--- src/rtl/alarm_controller_if.sv ---
// alarm_controller_if
//   Groups the alarm controller's control inputs and alarm-time/buzzer outputs.
//   master: the surrounding clock logic (button decoder, 1 Hz tick, comparator)
//           drives the control inputs and reads the alarm time and buzzer state.
//   slave : the alarm_controller itself.
//
// Signal semantics: there is no valid/ready handshake on this bundle. tick,
// inc_hour, inc_min, snooze and stop are single-cycle pulses, sampled on the
// rising clock edge they are high for. same, alarm_en and set_mode are levels.
// All outputs are registered, or decoded from registers only.
interface alarm_controller_if;
    logic       tick;
    logic       same;
    logic       alarm_en;
    logic       set_mode;
    logic       inc_hour;
    logic       inc_min;
    logic       snooze;
    logic       stop;
    logic       al_ampm;
    logic [3:0] al_hour;
    logic [2:0] al_minhigh;
    logic [3:0] al_minlow;
    logic       buzz;
    logic [1:0] state;

    modport master (
        output tick, same, alarm_en, set_mode, inc_hour, inc_min, snooze, stop,
        input  al_ampm, al_hour, al_minhigh, al_minlow, buzz, state
    );

    modport slave (
        input  tick, same, alarm_en, set_mode, inc_hour, inc_min, snooze, stop,
        output al_ampm, al_hour, al_minhigh, al_minlow, buzz, state
    );
endinterface

--- src/rtl/alarm_controller.sv ---
// alarm_controller
//   Holds the programmable alarm time (12-hour, BCD-style minutes) and runs the
//   ring/snooze state machine driving the buzzer.
//
// Ports:
//   clk  - system clock, all state updates on the rising edge
//   rst  - asynchronous, active-high reset
//   bus  - alarm_controller_if.slave:
//            in : tick, same, alarm_en, set_mode, inc_hour, inc_min, snooze, stop
//            out: al_ampm, al_hour (1..12), al_minhigh (0..5), al_minlow (0..9),
//                 buzz (high while ringing), state (00 DIS, 01 ARM, 10 RING, 11 SNZ)
//
// Parameters:
//   RING_SEC   - ticks the buzzer rings before stopping by itself (1..255)
//   SNOOZE_SEC - ticks spent snoozed before ringing again (1..65535)
module alarm_controller #(
    parameter int unsigned RING_SEC   = 60,
    parameter int unsigned SNOOZE_SEC = 300
) (
    input logic               clk,
    input logic               rst,
    alarm_controller_if.slave bus
);

    typedef enum logic [1:0] {
        ST_DISABLED = 2'b00,
        ST_ARMED    = 2'b01,
        ST_RINGING  = 2'b10,
        ST_SNOOZED  = 2'b11
    } state_t;

    localparam logic [7:0]  RING_LAST   = 8'(RING_SEC - 1);
    localparam logic [15:0] SNOOZE_LAST = 16'(SNOOZE_SEC - 1);

    state_t      state_q;
    logic        same_d;
    logic [7:0]  rcnt;
    logic [15:0] scnt;
    logic        trig;

    logic        al_ampm_q;
    logic [3:0]  al_hour_q;
    logic [2:0]  al_minhigh_q;
    logic [3:0]  al_minlow_q;

    // same stays high for the whole matching minute, so only its rising edge
    // starts a ring; otherwise stop would be undone on the very next cycle.
    // Editing suppresses the trigger because the alarm time is in flux.
    assign trig = bus.same & ~same_d & ~bus.set_mode;

    // Ring/snooze state machine. same_d resets to 1 so a comparator that is
    // already matching when reset releases cannot fire the alarm.
    always_ff @(posedge clk or posedge rst) begin
        if (rst) begin
            state_q <= ST_DISABLED;
            same_d  <= 1'b1;
            rcnt    <= 8'd0;
            scnt    <= 16'd0;
        end else begin
            same_d <= bus.same;
            if (!bus.alarm_en) begin
                // Counters are left as-is; every entry into RINGING/SNOOZED clears them.
                state_q <= ST_DISABLED;
            end else begin
                unique case (state_q)
                    ST_DISABLED: begin
                        state_q <= ST_ARMED;
                    end
                    ST_ARMED: begin
                        if (trig) begin
                            state_q <= ST_RINGING;
                            rcnt    <= 8'd0;
                        end
                    end
                    ST_RINGING: begin
                        if (bus.set_mode || bus.stop) begin
                            state_q <= ST_ARMED;
                        end else if (bus.snooze) begin
                            state_q <= ST_SNOOZED;
                            scnt    <= 16'd0;
                        end else if (bus.tick) begin
                            if (rcnt == RING_LAST) begin
                                state_q <= ST_ARMED;
                            end else begin
                                rcnt <= rcnt + 8'd1;
                            end
                        end
                    end
                    ST_SNOOZED: begin
                        // trig is deliberately not looked at here.
                        if (bus.set_mode || bus.stop) begin
                            state_q <= ST_ARMED;
                        end else if (bus.tick) begin
                            if (scnt == SNOOZE_LAST) begin
                                state_q <= ST_RINGING;
                                rcnt    <= 8'd0;
                            end else begin
                                scnt <= scnt + 16'd1;
                            end
                        end
                    end
                    default: begin
                        state_q <= ST_DISABLED;
                    end
                endcase
            end
        end
    end

    // Alarm time editing. Hour and minute updates are independent, so both
    // apply when pulsed together; the minute wrap never carries into the hour.
    always_ff @(posedge clk or posedge rst) begin
        if (rst) begin
            al_ampm_q    <= 1'b0;
            al_hour_q    <= 4'd12;
            al_minhigh_q <= 3'd0;
            al_minlow_q  <= 4'd0;
        end else if (bus.set_mode) begin
            if (bus.inc_hour) begin
                if (al_hour_q == 4'd12) begin
                    al_hour_q <= 4'd1;
                end else if (al_hour_q == 4'd11) begin
                    // 11 -> 12 is where the 12-hour clock crosses noon/midnight.
                    al_hour_q <= 4'd12;
                    al_ampm_q <= ~al_ampm_q;
                end else begin
                    al_hour_q <= al_hour_q + 4'd1;
                end
            end
            if (bus.inc_min) begin
                if (al_minlow_q == 4'd9) begin
                    al_minlow_q <= 4'd0;
                    if (al_minhigh_q == 3'd5) begin
                        al_minhigh_q <= 3'd0;
                    end else begin
                        al_minhigh_q <= al_minhigh_q + 3'd1;
                    end
                end else begin
                    al_minlow_q <= al_minlow_q + 4'd1;
                end
            end
        end
    end

    assign bus.al_ampm    = al_ampm_q;
    assign bus.al_hour    = al_hour_q;
    assign bus.al_minhigh = al_minhigh_q;
    assign bus.al_minlow  = al_minlow_q;
    assign bus.state      = state_q;
    assign bus.buzz       = (state_q == ST_RINGING);

endmodule

--- src/flat_wrapper.sv ---
// flat-port wrapper written by rule: the top's interface ports become plain ports
module alarm_controller_flat 
#(
    parameter int unsigned RING_SEC   = 60,
    parameter int unsigned SNOOZE_SEC = 300
)
  (clk, rst, bus_tick, bus_same, bus_alarm_en, bus_set_mode, bus_inc_hour, bus_inc_min, bus_snooze, bus_stop, bus_al_ampm, bus_al_hour, bus_al_minhigh, bus_al_minlow, bus_buzz, bus_state);
  alarm_controller_if bus_i ();
  input logic clk;
  input logic rst;
  input wire logic [$bits(bus_i.tick)-1:0] bus_tick;
  input wire logic [$bits(bus_i.same)-1:0] bus_same;
  input wire logic [$bits(bus_i.alarm_en)-1:0] bus_alarm_en;
  input wire logic [$bits(bus_i.set_mode)-1:0] bus_set_mode;
  input wire logic [$bits(bus_i.inc_hour)-1:0] bus_inc_hour;
  input wire logic [$bits(bus_i.inc_min)-1:0] bus_inc_min;
  input wire logic [$bits(bus_i.snooze)-1:0] bus_snooze;
  input wire logic [$bits(bus_i.stop)-1:0] bus_stop;
  output wire logic [$bits(bus_i.al_ampm)-1:0] bus_al_ampm;
  output wire logic [$bits(bus_i.al_hour)-1:0] bus_al_hour;
  output wire logic [$bits(bus_i.al_minhigh)-1:0] bus_al_minhigh;
  output wire logic [$bits(bus_i.al_minlow)-1:0] bus_al_minlow;
  output wire logic [$bits(bus_i.buzz)-1:0] bus_buzz;
  output wire logic [$bits(bus_i.state)-1:0] bus_state;
  assign bus_i.tick = bus_tick;
  assign bus_i.same = bus_same;
  assign bus_i.alarm_en = bus_alarm_en;
  assign bus_i.set_mode = bus_set_mode;
  assign bus_i.inc_hour = bus_inc_hour;
  assign bus_i.inc_min = bus_inc_min;
  assign bus_i.snooze = bus_snooze;
  assign bus_i.stop = bus_stop;
  assign bus_al_ampm = bus_i.al_ampm;
  assign bus_al_hour = bus_i.al_hour;
  assign bus_al_minhigh = bus_i.al_minhigh;
  assign bus_al_minlow = bus_i.al_minlow;
  assign bus_buzz = bus_i.buzz;
  assign bus_state = bus_i.state;
  alarm_controller #(.RING_SEC(RING_SEC), .SNOOZE_SEC(SNOOZE_SEC)) u_core (.clk(clk), .rst(rst), .bus(bus_i));
endmodule
--- config.mk ---
export PLATFORM = sky130hd
export DESIGN_NAME = alarm_controller_flat
export DESIGN_NICKNAME = d
export VERILOG_FILES = /design/src/rtl/alarm_controller_if.sv /design/src/rtl/alarm_controller.sv /design/src/flat_wrapper.sv
export SDC_FILE = /design/constraint.sdc
export NUM_CORES = 1
export LEC_CHECK = 0
export CORE_UTILIZATION = 60
export CTS_CLUSTER_SIZE = 8
export DETAILED_ROUTE_END_ITERATION = 6
export DONT_BUFFER_PORTS = 1
export GPL_ROUTABILITY_DRIVEN = 0
export PLACE_DENSITY = 0.76
export SYNTH_ARGS = -nofsm -noshare
export SYNTH_HDL_FRONTEND = slang
export SYNTH_SLANG_ARGS = --single-unit
--- constraint.sdc ---
create_clock -name clk -period 2.2 [get_ports clk]
set_input_delay 0.44 -clock clk [delete_from_list [all_inputs] [get_ports clk]]
set_output_delay 0.44 -clock clk [all_outputs]
set_load 0.02 [all_outputs]
Word-level counts from Yosys, hierarchy flattened
Index checks and enable logic that the tools add are counted.
{"block": "totals", "elab_cells": 83, "regBits": 39, "input_bits": 10, "out_inout_bits": 15}
{"block": "op_classes", "n_addsub": 5, "eq_ne": 24, "n_mux": 29, "reduce_logical": 11, "n_bitwise": 6}
{"operator": "16-bit two-way mux", "count": 5}
{"operator": "8-bit two-way mux", "count": 8}
{"operator": "16-bit case mux with 2 select lines", "count": 1}
{"operator": "8-bit case mux with 3 select lines", "count": 1}
{"operator": "2-bit two-way mux", "count": 9}
{"operator": "16-bit by 1-bit adder with 16-bit output (second input constant)", "count": 1}
{"operator": "16-bit by 9-bit == test with 1-bit output (second input constant)", "count": 1}
{"operator": "2-bit inequality test (second input constant)", "count": 8}
{"operator": "4-bit == test (second input constant)", "count": 3}
{"operator": "4-bit two-way mux", "count": 3}
{"operator": "10-bit AND reduction", "count": 1}
{"operator": "4-bit by 1-bit adder with 4-bit output (second input constant)", "count": 2}
{"operator": "8-bit by 1-bit adder with 8-bit output (second input constant)", "count": 1}
{"operator": "8-bit by 6-bit == test with 1-bit output (second input constant)", "count": 1}
{"operator": "2-bit case mux with 4 select lines", "count": 1}
{"operator": "7-bit AND reduction", "count": 1}
{"operator": "5-bit by 3-bit inequality test with 1-bit output (second input constant)", "count": 1}
{"operator": "5-bit by 4-bit inequality test with 1-bit output (second input constant)", "count": 1}
{"operator": "5-bit AND reduction", "count": 1}
{"operator": "2-bit == test (second input constant)", "count": 2}
{"operator": "2-bit by 1-bit inequality test with 1-bit output (second input constant)", "count": 2}
{"operator": "4-bit by 2-bit inequality test with 1-bit output (second input constant)", "count": 1}
{"operator": "4-bit by 3-bit inequality test with 1-bit output (second input constant)", "count": 1}
{"operator": "1-bit NOT", "count": 4}
{"operator": "13 further kinds", "count": 15}

Logic depth before layout (Yosys ltp)
Gate-level depths: netlist (run 1).
{"block": "depth", "depth_word": 7, "mapped_depth": 6, "mapped_depth_nobuf": 6}

Worst setup path after synthesis (run 1)
No wires, ideal clock.
{"block": "synth_timing", "path_kind": "reg-to-reg", "from": "register u_core.state_q[0] (netlist: u_core.bus.state[0])", "to": "register u_core.rcnt[0]", "required_ns": 2.075, "t_arrival_ns": 1.559, "path_stages_with_launch": 6, "slack_ns": 0.516, "period_less_slack_ns": 1.684, "path_cell_list": "dfrtp_1 inv_1 nand2_1 inv_1 a221o_1 mux2_2"}
{"block": "synth_between", "elab_chain_cells": 3, "elab_cells_between_ends": 14}
{"element": "from (decl)", "line_no": "alarm_controller.sv:35", "text": "state_t state_q;"}
{"element": "from (signal assigned)", "line_no": "alarm_controller.sv:55", "text": "state_q <= ST_DISABLED;"}
{"element": "from (signal assigned)", "line_no": "alarm_controller.sv:63", "text": "state_q <= ST_DISABLED;"}
{"element": "from (signal assigned)", "line_no": "alarm_controller.sv:67", "text": "state_q <= ST_ARMED;"}
{"element": "2-bit == test (*)"}
{"element": "via bus_buzz", "line_no": "flat_wrapper.sv:23", "text": "output wire logic [$bits(bus_i.buzz)-1:0] bus_buzz;"}
{"element": "2-bit inequality test (no source line) / 3-bit nonzero test (equally long branches)"}
{"element": "10-bit AND reduction (no source line)"}
{"element": "to (signal assigned)", "line_no": "alarm_controller.sv:85", "text": "rcnt <= rcnt + 8'd1;"}
{"element": "to (decl)", "line_no": "alarm_controller.sv:37", "text": "logic [7:0] rcnt;"}
Mark *: on every way through the listed nets, which the timed path passes. The rest lies on a longest branch.
A chain may end at the register's enable or synchronous reset.

Worst setup path in the final report (run 1)
Same ends and word-level chain as after synthesis.

==> results.txt, run 1 <==
Hold_sp - bus_same
ANT cells - 0
Met1 usage - 35.93%
Die Ht - 64.06 µm
Clock Skews - 0.004044 ns
Unrepaired setup endpoints after global routing - no
Wire per inst - 17.71 µm
Area grow syn2layout - 6.443%
Post-DP HPWL - 3558 µm
Synth Register Bits - 39
Gr busiest metal - met2
Avg Cell Area, Syn - 9.834 µm²
Final WL - 5064 µm
Hold-fix buffers, CTS - 0
WP data arrival - 2.10 ns
Number of global-route vias before repair - 1,969
Worst slack, placed - 0.3064 ns
Reg area - 979.7 µm²
Drt first pass iters - 4
Largest net degree at the start of global routing - 40
CTS Buffer Depth - 2
CTS tree - yes
Worst path slowest cell - dfrtp_1
Hold Path Class - primary input to flip-flop
Cell family with most CP delay - flip-flops
Period minus WS final - 1.922 ns
Yosys top cell area share - 38.98%
Vias - 1,943
Slew @ Worst Pin - 0.5472 ns
Post-CTS Setup Inserts - 0
Area contributors post-synth - dfrtp_1, nand2_1, dfstp_2
Clock sink count - 39
M3 GR Usage - 6.607%
Mapped Area - 2311 µm²
PnR Total Power - 2008 µW
Power Dens Cells - 816.2 nW/µm²
Async set or reset register ratio after synthesis - 100.0%
Setup crit end - u_core.rcnt[0]
First-pass GRT wire length - 8832 µm
GRT overflow - 0
Gr usage total - 27.70%
Worst path max stage delay - 0.60 ns
Row cnt - 22
Post-route setup slack - 0.2780 ns
Ports - 25
Main flop type after synthesis - dfrtp_1
Reg-to-reg endpoint - u_core.rcnt[0]
Reg clk slew, reported paths - 0.08 ns
Core area - 3689 µm²
Number of flops mapped to enable cells by yosys - 0
Layout Nets - 251
Post_cts resized - 0
Slew margin rel. - 63.12%
CP Depth - 5
TritonCTS buffer count - 5
YS warnings - 0
Register area share after synthesis - 42.39%
Layout cells sized above 1 - 11.34%
Final Max Tran Viols - 0
CP max FO - 10
RR Startpoint - u_core.bus.state[0]
CP Capture Type - flip-flop
Status - complete, no violations
Post-route DRC - 0
CP Buf/Inv Count - 2
DR iter-0 viols - 199
Cell mode on critical path - inv_1
CP Launch Type - flip-flop
Leakage dissipation - 0.0009801 µW
# Max-Cap Violations - 0
Peak supply drop - 0.0007438 V
Area of the multi-input gates - 1257 µm²
Clk_lat worst skew - 0.29 ns
Routed Antenna Nets - 0
WHS - 0.1337 ns
Vias/cell - 6.794
Part of the cycle the worst path needs - 87.36%
Cell variety after synth - 59
Port Buffers - 0
Root buffer selected by CTS - clkbuf_8
CP startpoint - u_core.bus.state[0]
CTS HTree Levels - 2
# setup viols final - 0
Initial antenna violation count - 0
Fmax - 0.5203 GHz
Cells after Synth - 235
Die width - 64.06 µm
Net count after synthesis - 249
Fillers - 285
FF-to-FF setup slack - 0.28 ns
Total negative slack - 0 ns
Die ar. - 4104 µm²
Setup CP Type - flip-flop to flip-flop
Worst Reg-to-Reg Cells - 5
Fin. Hold Viols - 0
Worst EP required - 2.38 ns
Post-synth top area cell - dfrtp_1
Grt met2 use - 43.88%
Initial core utilization - 62.65%
Worst-path cell chain - inv_1, nand2_1, inv_1, a221o_1, mux2_2
-- cells in the mapped netlist, types with 2 or more instances --
master and count:
dfrtp_1 36, nand2_1 24, nand3_1 15, o21ai_0 10
a21oi_1 8, inv_1 8, o21ai_1 8, a22o_1 6
o211ai_1 6, o31ai_1 6, nand4_1 5, nor2_1 5
nor2b_1 5, nor3b_1 5, or4_1 5, a31oi_1 4
and4_1 4, ha_1 4, nor3_1 4, a21o_1 3
and2_1 3, clkbuf_1 3, dfstp_2 3, mux2_2 3
nand3b_1 3, o41ai_1 3, a221o_1 2, a41oi_1 2
and4bb_1 2, buf_2 2, buf_6 2, mux2_1 2
nand4b_1 2, nor4_1 2, o311ai_1 2, or2_2 2
or3_1 2, xnor2_1 2, xor2_1 2
-- power by group --
| part | switching (µW) | leakage (µW) | internal (µW) |
|---|---|---|---|
| Sequential | 285 | 0.000478 | 841 |
| Clock | 255 | 0.0000612 | 367 |
| Combinational | 131 | 0.000441 | 129 |
| Total | 670 | 0.000980 | 1340 |
-- worst register-to-register path: stages (launching register included) --
cell	delay, ns
dfrtp_1	0.60
inv_1	0.16
nand2_1	0.16
inv_1	0.21
a221o_1	0.39
mux2_2	0.28
-- kinds of logic after synthesis --
kind of cell    count (synthesis)  share of synthesized area [%]
mux                             6                          2.869
fa+ha+maj                       4                          2.166
compound gates                 68                          21.06
simple gates                   99                          26.80
flops                          39                          42.39
buf+inv                        15                          3.194
xor+xnor                        4                          1.516
-- state kept, by name, summed over array words and instances (netlist names) --
| name | count |
|---|---|
| u_core.scnt | 16 |
| u_core.rcnt | 8 |
| u_core.bus.al_hour | 4 |
| u_core.bus.al_minlow | 4 |
| u_core.bus.al_minhigh | 3 |
| u_core.bus.state | 2 |
| u_core.bus.al_ampm | 1 |
| u_core.same_d | 1 |
-- metrics by stage --
| step | utilization, % | std cells | cell area (µm²) |
|---|---|---|---|
| 2_1_floorplan | - | 235 | 2311 |
| 3_3_place_gp | 63.50 | 278 | 2342 |
| 3_5_place_dp | 63.50 | 278 | 2342 |
| 4_1_cts | 66.69 | 286 | 2460 |
| 5_1_grt | 66.69 | 286 | 2460 |
| 6_report | 66.69 | 286 | 2460 |
-- cell usage in the layout, fill, tap and decap left out, types with 3 or more instances in the layout --
cell type / instances
a21o_1: 3
a21oi_1: 8
a22o_1: 6
a31oi_1: 4
and2_1: 3
and4_1: 4
clkbuf_8: 6
dfrtp_1: 36
dfstp_2: 3
ha_1: 4
inv_1: 8
mux2_2: 3
nand2_1: 24
nand3_1: 15
nand3b_1: 3
nand4_1: 5
nor2_1: 5
nor2b_1: 5
nor3_1: 4
nor3b_1: 5
o211ai_1: 6
o21ai_0: 10
o21ai_1: 8
o31ai_1: 6
o41ai_1: 3
or4_1: 5
-- layer usage --
| layer | vias up | wire (µm) |
|---|---|---|
| met2 | 67 | 2479 |
| met5 | - | 0 |
| li1 | 923 | - |
| met4 | 0 | 47 |
| met1 | 947 | 2253 |
| met3 | 6 | 283 |
-- final cells by class --
type	count	area share [%]
clock buffer	6	3.357
tap	48	2.442
inverter	8	1.221
timing repair buffer	2	0.6104
sequential	39	39.83
clock inverter	2	1.424
multi-input combinational	181	51.12
-- worst min-delay path by stage --
stage / end / slack, ns / cells after the start
2_1_floorplan: u_core.same_d / 0.44 / 0
3_3_place_gp: u_core.same_d / 0.44 / 0
3_5_place_dp: u_core.same_d / 0.44 / 0
4_1_cts: u_core.same_d / 0.13 / 0
5_1_grt: u_core.same_d / 0.12 / 0
6_report: u_core.same_d / 0.13 / 0
No activity file was read; power rests on OpenSTA's default activity.
==> run 2: changes to the inputs <==
Settings changed: CTS_CLUSTER_DIAMETER set to 80, REMOVE_ABC_BUFFERS set to 1.
Clock period 2.2 ns to 2.3 ns, I/O delays scaled along.
==> run 2 against run 1 <==
Cell count grew 0.35%. Total power fell by 6.2%. Die area is the same. Flip-flop and latch count did not move. Clock skew grew 0.0063 ns. Clock power down 8.5%. Global-route usage down 1.8 points.
==> results.txt, run 2 (synthesized netlist as in run 1, its figures left out) <==
Sequential power share - 56.8% (+0.7 points)
Most common cell after layout, fill and taps aside - dfrtp_1
Post-CTS Setup Inserts - 0 (unchanged)
Core area - 3689 µm² (unchanged)
Final Max Tran Viols - 0 (unchanged)
Non-Filler Instances - 287 (+0.35%)
Fmax - 0.5080 GHz
Reg clk slew, reported paths - 0.07 ns (about the same)
CTS Buffer Depth - 2 (unchanged)
Gr usage total - 25.86% (-1.8 points)
Power Dens Cells - 765.0 nW/µm² (-6.3%)
Clock Skews - 0.01035 ns (+0.006303 ns)
TritonCTS buffer count - 5 (unchanged)
Worst Reg-to-Reg Cells - 4 (-1)
# setup viols final - 0 (unchanged)
Largest net degree at the start of global routing - 28 (-30%)
Logic pwr share - 13.0% (about the same)
Max reg flops - 16 (unchanged)
Finished Core Util - 66.76% (+0.068 points)
Row cnt - 22 (unchanged)
CP Capture Type - output port
CP max FO - 10 (unchanged)
FF-to-FF setup slack - 0.35 ns (+0.07 ns)
CP Launch Type - flip-flop
# Max-Cap Violations - 0 (unchanged)
Initial core utilization - 62.65% (unchanged)
Area of the multi-input gates - 1257 µm² (unchanged)
Internal power - 1251 µW (-6.4%)
Reg area - 979.7 µm² (unchanged)
Register with the most flip-flops - u_core.scnt
Ports - 25 (unchanged)
Leakage dissipation - 0.0009838 µW (+0.38%)
Routed Antenna Nets - 0 (unchanged)
Worst EP required - 1.84 ns (-0.54 ns)
GRT overflow - 0 (unchanged)
Biggest regs - u_core.scnt: 16 flops, u_core.rcnt: 8 flops
RR Startpoint - u_core.bus.state[0]
DP Area - 2350 µm² (+0.32%)
Vias/cell - 6.718 (-1.1%)
Area grow syn2layout - 6.551%
Hold Path Class - primary input to async pin
WP data arrival - 1.51 ns (-0.59 ns)
CTS HTree Levels - 2 (unchanged)
Die width - 64.06 µm (unchanged)
Wire per inst - 16.92 µm (-4.5%)
Clock sink count - 39 (unchanged)
Fin. Hold Viols - 0 (unchanged)
P_sw - 632.4 µW (-5.7%)
Status - complete, no violations
Number of global-route vias before repair - 1,779 (-9.6%)
Port Buffers - 0 (unchanged)
Setup CP Type - flip-flop to output port
Placed cell count - 279 (+0.36%)
Root buffer selected by CTS - clkbuf_8
Clk pwr share - 30.2% (-0.8 points)
Peak supply drop - 0.0002950 V (-60%)
Period minus WS final - 1.968 ns
Total negative slack - 0 ns (unchanged)
Part of the cycle the worst path needs - 85.58%
Die Ht - 64.06 µm (unchanged)
First-pass GRT wire length - 8190 µm (-7.3%)
Fillers - 292 (+2.5%)
Drt first pass iters - 4 (unchanged)
Unrepaired setup endpoints after global routing - no
Commonest cells after routing, fill and taps aside - dfrtp_1, nand2_1, nand3_1
Final WL - 4855 µm (-4.1%)
Post-DP HPWL - 3482 µm (-2.1%)
Fin area - 2462 µm² (+0.10%)
CTS tree - yes
Clk_lat worst skew - 0.30 ns (about the same)
Vias - 1,928 (-0.77%)
Switch share - 33.57% (+0.18 points)
Post-route DRC - 0 (unchanged)
Hold-fix buffers, CTS - 0 (unchanged)
Reg-to-reg endpoint - u_core.scnt[9]
DR iter-0 viols - 111 (-44%)
Slew @ Worst Pin - 0.9860 ns (+0.4388 ns)
Layout Nets - 252 (+0.40%)
Die ar. - 4104 µm² (unchanged)
ANT cells - 0 (unchanged)
Slew margin rel. - 33.83% (-29 points)
Layout cells sized above 1 - 11.72% (+0.37 points)
Initial antenna violation count - 0 (unchanged)
Post_cts resized - 0 (unchanged)
[run 2: worst max path at each step]
stage | startpoint | endpoint | slack (ns) | cells after the start
after floorplan | u_core.bus.state[1] | u_core.scnt[0] | 0.58 | 4
after global placement | u_core.rcnt[0] | u_core.rcnt[5] | 0.49 | 5
after detailed placement | u_core.bus.state[0] | u_core.scnt[9] | 0.37 | 4
final | u_core.bus.state[0] | bus_buzz | 0.33 | 4
after global routing | u_core.bus.state[0] | u_core.scnt[9] | 0.21 | 4
after CTS | u_core.bus.state[0] | bus_buzz | 0.35 | 4
[run 2: cell type report]
| type | instances | share of cell area [%] |
|---|---|---|
| clock inverter | 3 | 1.778 |
| sequential | 39 | 39.79 |
| inverter | 8 | 1.220 |
| multi-input combinational | 181 | 51.07 |
| tap | 48 | 2.439 |
| clock buffer | 5 | 2.795 |
| timing repair buffer | 3 | 0.9146 |
[run 2: power groups by stage]
stage                     Sequential [µW]  Clock (µW)  Combinational, µW
after floorplan                      1050           0                204
after global placement               1070           0                226
after detailed placement             1080           0                247
after CTS                            1070         585                249
after global routing                 1090         600                283
final                                1070         569                244
[run 2: stage by stage]
stage,setup slack [ns],total power [µW],hold WS [ns]
floorplan,0.5789,1252,0.4645
global placement,0.4900,1298,0.3807
detailed placement,0.3693,1330,0.3883
CTS,0.3514,1903,0.06330
global route,0.2066,1976,0.08790
finish,0.3317,1884,0.05259
[run 2: routing by layer]
| layer | vias up | wire (µm) | GRT usage (%) |
|---|---|---|---|
| li1 | 919 | - | - |
| met1 | 943 | 2260 | 35.61 |
| met2 | 60 | 2280 | 40.56 |
| met3 | 6 | 255 | 5.179 |
| met4 | 0 | 58 | 9.091 |
| met5 | - | 0 | 0 |
[run 2: worst max-delay path, stage by stage (launching register included)]
cell	delay, ns
dfrtp_1	0.61
inv_1	0.14
nand2_1	0.19
inv_1	0.08
buf_4	0.19
